File: config.mk
export PLATFORM = sky130hd
export DESIGN_NAME = cla_adder_64
export DESIGN_NICKNAME = d
export VERILOG_FILES = /design/src/rtl/cla_adder_64.sv
export SDC_FILE = /design/constraint.sdc
export NUM_CORES = 1
export LEC_CHECK = 0
export BUFFER_PORTS_ARGS = -buffer_cell sky130_fd_sc_hd__buf_2
export CORE_MARGIN = 2
export CORE_UTILIZATION = 30
export DETAILED_ROUTE_END_ITERATION = 10
export GPL_ROUTABILITY_DRIVEN = 0
export PLACE_DENSITY = 0.65
export SLEW_MARGIN = 0
export SYNTH_ARGS = -nofsm -noshare
export SYNTH_HDL_FRONTEND = slang
export SYNTH_SLANG_ARGS = --single-unit
File: constraint.sdc
create_clock -name clk -period 8.2 [get_ports clk]
set_clock_uncertainty 0.15 [all_clocks]
set_input_delay 0.41 -clock clk [delete_from_list [all_inputs] [get_ports clk]]
set_output_delay 0.41 -clock clk [all_outputs]
set_load 0.05 [all_outputs]
File: src/rtl/cla_adder_64.sv
// 64-bit carry-lookahead adder: three-level 4-way lookahead network (groups, blocks, top)
// feeding a registered sum and carry-out.
module cla_adder_64 (
   input  logic        clk,
   input  logic        rst,
   input  logic [63:0] a,
   input  logic [63:0] b,
   input  logic        c_in,
   output logic [63:0] sum,
   output logic        c_out
);

   // Carries for four positions from a shared carry-in; bit 0 is the carry-in itself.
   function automatic logic [3:0] la_carry(input logic [3:0] gg, input logic [3:0] pp,
                                           input logic ci);
      logic [3:0] cc;
      cc[0] = ci;
      cc[1] = gg[0] | (pp[0] & ci);
      cc[2] = gg[1] | (pp[1] & gg[0]) | (pp[1] & pp[0] & ci);
      cc[3] = gg[2] | (pp[2] & gg[1]) | (pp[2] & pp[1] & gg[0]) | (pp[2] & pp[1] & pp[0] & ci);
      return cc;
   endfunction

   // Returns {G, P} for a span of four positions.
   function automatic logic [1:0] la_gp(input logic [3:0] gg, input logic [3:0] pp);
      logic gen;
      gen = gg[3] | (pp[3] & gg[2]) | (pp[3] & pp[2] & gg[1]) | (pp[3] & pp[2] & pp[1] & gg[0]);
      return {gen, &pp};
   endfunction

   logic [63:0] g;
   logic [63:0] p;
   logic [63:0] c;
   logic [15:0] grp_g;
   logic [15:0] grp_p;
   logic [15:0] grp_c;
   logic [3:0]  blk_g;
   logic [3:0]  blk_p;
   logic [3:0]  blk_c;
   logic        top_g;
   logic        top_p;
   logic        c64;
   logic [63:0] sum_d;
   logic [63:0] sum_q;
   logic        c_out_q;

   assign g = a & b;
   assign p = a ^ b;

   genvar gi;
   generate
      for (gi = 0; gi < 16; gi++) begin : g_grp
         assign c[4*gi +: 4] = la_carry(g[4*gi +: 4], p[4*gi +: 4], grp_c[gi]);
         assign {grp_g[gi], grp_p[gi]} = la_gp(g[4*gi +: 4], p[4*gi +: 4]);
      end
      for (gi = 0; gi < 4; gi++) begin : g_blk
         assign grp_c[4*gi +: 4] = la_carry(grp_g[4*gi +: 4], grp_p[4*gi +: 4], blk_c[gi]);
         assign {blk_g[gi], blk_p[gi]} = la_gp(grp_g[4*gi +: 4], grp_p[4*gi +: 4]);
      end
   endgenerate

   assign blk_c          = la_carry(blk_g, blk_p, c_in);
   assign {top_g, top_p} = la_gp(blk_g, blk_p);
   assign c64            = top_g | (top_p & c_in);
   assign sum_d          = p ^ c;

   always_ff @(posedge clk) begin
      if (rst) begin
         sum_q   <= 64'd0;
         c_out_q <= 1'b0;
      end else begin
         sum_q   <= sum_d;
         c_out_q <= c64;
      end
   end

   assign sum   = sum_q;
   assign c_out = c_out_q;

endmodule

# Yosys cells after proc, flatten, opt, wreduce, memory -nomap -nowiden
# Index checks and enable logic that the tools add are counted.
# word_totals
register_bits,65
latchBits,0
ram_bits,0
romBits,0
in_bits,131
output_inout_bits,65
wordCells,511
mem_count,0
# classes
addsub,0
multipliers,0
div_mod_pow,0
order_cmp,0
n_eq_ne,0
shift,0
mux,0
bitwise_logic,488
n_reduce_logical,21
# ops
op,count
bitwise AND 1 bit,295
OR 1 bit,190
bitwise XOR 64 bit,2
bitwise AND 64 bit,1
AND reduction 16 bit,4
AND reduction 4 bit,16
AND reduction 64 bit,1

# Logic depth before layout (Yosys ltp)
# depth
word_depth,18
ltp_mapped,14
mapped_depth_nobuf,14

# Worst setup path before layout
# No wires, ideal clock.
# synth_timing
kind,input-to-reg
startpoint,input a[25]
endpoint,register sum_q[60] (netlist: sum[60])
setup_time_ns,0.126
t_arrival_ns,3.221
required_time_ns,7.924
slack_ns,4.702
path_stages,13
path_buffers,0
path_cell_list,ha_1 > nand4_2 > or4_1 > nor2_2 > nand2_2 > a21oi_4 > o2111ai_4 > a2111oi_4 > o21ai_1 > a21boi_1 > or2_1 > fa_1 > nor2b_1
# synth_via
elab_chain_len,15
elab_cells_between_ends,28
classes_between,26 x bitwise; 2 x reduce/logical
# synth_lines
item,line,rtl
"start, declared",6,"input logic [63:0] a,"
bitwise AND 64 bit or bitwise XOR 64 bit (tied branches),"47, 48",
bitwise AND 1 bit,27,gen = gg[3] | (pp[3] & gg[2]) | (pp[3] & pp[2] & gg[1]) | (pp[3] & pp[2] & pp[1] & gg[0]);
OR 1 bit or bitwise AND 1 bit (tied branches),27,
OR 1 bit,27,
bitwise AND 1 bit,27,
OR 1 bit (3 in series),27,
bitwise AND 1 bit,20,cc[3] = gg[2] | (pp[2] & gg[1]) | (pp[2] & pp[1] & gg[0]) | (pp[2] & pp[1] & pp[0] & ci);
OR 1 bit (2 in series),20,
OR 1 bit *,20,
bitwise AND 1 bit *,20,
OR 1 bit *,20,
bitwise XOR 64 bit *,65,assign sum_d = p ^ c;
via sum_d[60],43,logic [63:0] sum_d;
"end signal, assigned",72,sum_q <= sum_d;
"end, declared",44,logic [63:0] sum_q;
# The timed path passes the listed nets; every way through them passes the cells marked *.
# A chain may end at the register's enable or synchronous reset.

# Final worst setup path
# layout_timing
startpoint,input a[3]
endpoint,register sum_q[60] (netlist: sum[60])
# layout_via
elab_chain_len,13
elab_cells_between_ends,21
classes_between,20 x bitwise; 1 x reduce/logical
# layout_lines
item,line,rtl
bitwise XOR 64 bit,48,assign p = a ^ b;
bitwise AND 1 bit,27,
OR 1 bit or bitwise AND 1 bit (tied branches) (2 in series),27,
OR 1 bit,27,
bitwise AND 1 bit,27,
OR 1 bit,27,
bitwise AND 1 bit,20,
OR 1 bit,20,
OR 1 bit *,20,
bitwise AND 1 bit *,20,
OR 1 bit *,20,
bitwise XOR 64 bit *,65,
via sum_d[60],43,
# Marks and branches as above.

==> reports/metrics.json <==
{
  "synth_top_cell_area_share": {"value": 0.2891},
  "die_h": {"value": 126.5, "unit": "µm"},
  "setup_viol_count_final": {"value": 0},
  "core_area": {"value": 0.01459, "unit": "mm²"},
  "synth-async-reset-ratio": {"value": 0},
  "tritoncts": {"value": "yes"},
  "num_rows": {"value": 44},
  "hold_start": {"value": "b[63]"},
  "drc": {"value": 0},
  "h-tree-depth": {"value": 3},
  "root_buffer_master": {"value": "sky130_fd_sc_hd__clkbuf_16"},
  "yosysSeqAreaShare": {"value": 0.2891},
  "io_pins": {"value": 196},
  "synthesis.area": {"value": 0.004501, "unit": "mm²"},
  "cp-end-kind": {"value": "flip-flop"},
  "mappedNetlistNets": {"value": 689},
  "period_minus_slack": {"value": 3.651, "unit": "ns"},
  "ys_top_cells_by_area": {"value": "sky130_fd_sc_hd__dfxtp_1 (29%), sky130_fd_sc_hd__ha_1 (18%), sky130_fd_sc_hd__fa_1 (7.1%)"},
  "largest_net_degree_at_the_start_of_global_routing": {"value": 80},
  "max-clock-path-buffers": {"value": 2},
  "post_route_cells_drive_above_1_share": {"value": 0.3422},
  "post-cts-setup-buffer-count": {"value": 0},
  "synth_top_area_cell": {"value": "sky130_fd_sc_hd__dfxtp_1"},
  "synth_edf_count": {"value": 0},
  "holdPathStages": {"value": 3},
  "report.final.hold_viol_count": {"value": 0},
  "holdCritPathClass": {"value": "input port to flip-flop"},
  "power_frac_clock": {"value": 0.282},
  "synth_cells": {"value": 478},
  "synth_most_common_cell": {"value": "sky130_fd_sc_hd__dfxtp_1"},
  "post_cts_resize_count": {"value": 0},
  "worst-path-max-fanout": {"value": 4},
  "initial_core_util": {"value": 0.3085},
  "clk_pin_slew": {"value": 0.05, "unit": "ns"},
  "crit_chain": {"value": "buf_2 > ha_1 > and2_4 > nand3_2 > a2111oi_2 > o21bai_2 > a21oi_4 > o2111ai_4 > a2111oi_4 > o21ai_1 > a21boi_1 > or2_1 > fa_1 > nor2b_1"},
  "cts-buffers-inserted": {"value": 9},
  "slowest_stage_cell_on_the_critical_path": {"value": "sky130_fd_sc_hd__a2111oi_2"},
  "power_density": {"value": 197.1, "unit": "mW/mm²"},
  "clock.fmax": {"value": 273.9, "unit": "MHz"},
  "pwr-share-seq": {"value": 0.317},
  "switchingPower": {"value": 0.4526, "unit": "mW"},
  "setup_ws_post_layout": {"value": 4.549, "unit": "ns"},
  "ant_nets": {"value": 0},
  "routed_wire_length_per_instance": {"value": 13.33, "unit": "µm"},
  "port-buffer-count": {"value": 195},
  "worst-slew-pin-transition": {"value": 0.8172, "unit": "ns"},
  "synth.top_cells.by_count": {"value": "sky130_fd_sc_hd__dfxtp_1 (65), sky130_fd_sc_hd__ha_1 (64), sky130_fd_sc_hd__nor2_1 (54)"},
  "timing_worst_setup_path_type": {"value": "input port to flip-flop"},
  "areaGrowthSynthToFinish": {"value": 31.61, "unit": "%"},
  "min_period_over_period": {"value": 0.4453},
  "netSwitchingFraction": {"value": 0.3876},
  "antenna_violations_before_repair": {"value": 0},
  "run_status": {"value": "completed"},
  "total_count_of_max_transition_violations_in_the_final_report": {"value": 0},
  "crit_arrival": {"value": 3.69, "unit": "ns"},
  "worstPathRequired": {"value": 8.24, "unit": "ns"},
  "power.combinational.fraction": {"value": 0.401},
  "synth_cell_type_count": {"value": 68},
  "syn_avg_cell_area": {"value": 9.415, "unit": "µm²"},
  "grt_setup_unrepaired": {"value": "false"},
  "final_nets": {"value": 888},
  "die_area": {"value": 0.01600, "unit": "mm²"},
  "detailed_place_hpwl": {"value": 9478, "unit": "µm"},
  "drt_wl_total": {"value": 11490, "unit": "µm"},
  "crit_path_start_kind": {"value": "input port"},
  "power_leakage": {"value": 2.949, "unit": "nW"},
  "detail_route.first_pass.iterations": {"value": 4},
  "num_antenna_cells": {"value": 0},
  "ys_ff_latch": {"value": 65},
  "synth_ff_type": {"value": "sky130_fd_sc_hd__dfxtp_1"},
  "vias": {"value": 4089},
  "timing.hold.worst_endpoint": {"value": "c_out$_SDFF_PP0_"},
  "grt_pass1_wl": {"value": 18660, "unit": "µm"},
  "grt_overflow": {"value": 0},
  "n_fill_cell": {"value": 1473},
  "multi_input_area": {"value": 0.003124, "unit": "mm²"},
  "final.hold.worst_slack": {"value": 0.3116, "unit": "ns"},
  "max-slew-margin-rel": {"value": 0.4552},
  "slowest_delay": {"value": 0.49, "unit": "ns"},
  "place_ws": {"value": 4.162, "unit": "ns"},
  "detail_route.iter0.violations": {"value": 156},
  "sequential_cell_area": {"value": 0.001301, "unit": "mm²"},
  "post_drt_via_cell_ratio": {"value": 4.744},
  "numClockSinks": {"value": 65},
  "cap_violations": {"value": 0},
  "number_of_global_route_vias_before_repair": {"value": 3948},
  "cts_hold_buffers": {"value": 0},
  "power_report.internal_total": {"value": 0.7149, "unit": "mW"},
  "fin_tns_setup": {"value": 0, "unit": "ns"},
  "track_usage": {"value": 0.1452},
  "worst_ir_drop_vdd": {"value": 0.00009348, "unit": "V"},
  "floorplan.die.width": {"value": 126.5, "unit": "µm"},
  "synth-warning-count": {"value": 0}
}
-- how the worst max path moves through the flow --
stage,to,start
floorplan,sum[60]$_SDFF_PP0_,a[25]
global placement,sum[60]$_SDFF_PP0_,a[3]
detailed placement,sum[60]$_SDFF_PP0_,a[3]
CTS,sum[60]$_SDFF_PP0_,a[3]
global route,sum[60]$_SDFF_PP0_,a[3]
finish,sum[60]$_SDFF_PP0_,a[3]
-- layer usage --
layer / up-vias / wire [µm] / GRT usage
li1: 2118 / - / -
met1: 1826 / 5015 / 0.1768
met2: 131 / 5369 / 0.2375
met3: 14 / 904 / 0.05272
met4: 0 / 198 / 0.04977
met5: - / 0 / 0
-- area by class of cell --
type	instances	share of cell area
multi-input combinational	393	0.5275
inverter	12	0.007605
sequential	65	0.2197
clock buffer	10	0.03866
clock inverter	2	0.001690
timing repair buffer	196	0.1660
tap	184	0.03887
-- layout by cell type (no fill, tap or decap), drive strengths merged, types with 3 or more instances in the layout --
| master | Yosys | routed |
|---|---|---|
| o21bai | 3 | 3 |
| a21boi | 3 | 3 |
| dfxtp | 65 | 65 |
| ha | 64 | 64 |
| nand2b | 6 | 6 |
| nand4 | 6 | 6 |
| o21ai | 19 | 19 |
| a21o | 23 | 23 |
| clkbuf | 7 | 10 |
| o21a | 8 | 8 |
| a221oi | 3 | 3 |
| nor3 | 12 | 12 |
| xor2 | 10 | 10 |
| inv | 12 | 12 |
| buf | 1 | 196 |
| or2 | 3 | 3 |
| a21oi | 31 | 31 |
| a31oi | 5 | 5 |
| nor2 | 55 | 55 |
| or4 | 3 | 3 |
| fa | 16 | 16 |
| nor3b | 3 | 3 |
| xnor2 | 23 | 23 |
| nor2b | 20 | 20 |
| nand2 | 27 | 27 |
| a2111oi | 3 | 3 |
| nand3 | 11 | 11 |
| mux2 | 4 | 4 |
-- per-stage QoR --
stage,total power [mW],cell area (µm²),util,std cells
2_1_floorplan,0.7243,4501,-,478
3_3_place_gp,0.8457,5684,0.3896,850
3_5_place_dp,0.8470,5684,0.3896,850
4_1_cts,1.186,5923,0.4060,862
5_1_grt,1.242,5923,0.4060,862
6_report,1.167,5923,0.4060,862
-- power by group through the flow --
stage          registers, mW  logic (mW)  clock network [mW]
6_report               0.370       0.468               0.329
3_3_place_gp           0.377       0.469                   0
3_5_place_dp           0.377       0.470                   0
4_1_cts                0.371       0.472               0.344
5_1_grt                0.374       0.510               0.357
2_1_floorplan          0.533       0.192                   0
-- critical path, delay by kind of cell --
family	cells	cell delay, ns
AOI/OAI and AO/OA	7	1.91
adders and majority gates	2	0.73
and+or+nand+nor	4	0.54
buffers and inverters	1	0.10
-- sequential cells by signal, summed over array words and instances (netlist names) --
| signal | flops |
|---|---|
| sum | 64 |
| c_out | 1 |
-- kinds of logic (layout without fill, tap and decap cells) --
logic type               after synthesis  count (layout)  share of synthesized area
AO/OA/AOI/OAI                        115             115                     0.1885
AND/OR/NAND/NOR                      161             161                     0.1824
adder cells (fa/ha/maj)               80              80                     0.2491
multiplexers                           4               4                    0.01001
XOR/XNOR                              33              33                    0.06422
buffers and inverters                 20             220                    0.01668
flip-flops                            65              65                     0.2891
Note: power is estimated with default switching activity, not from simulation.
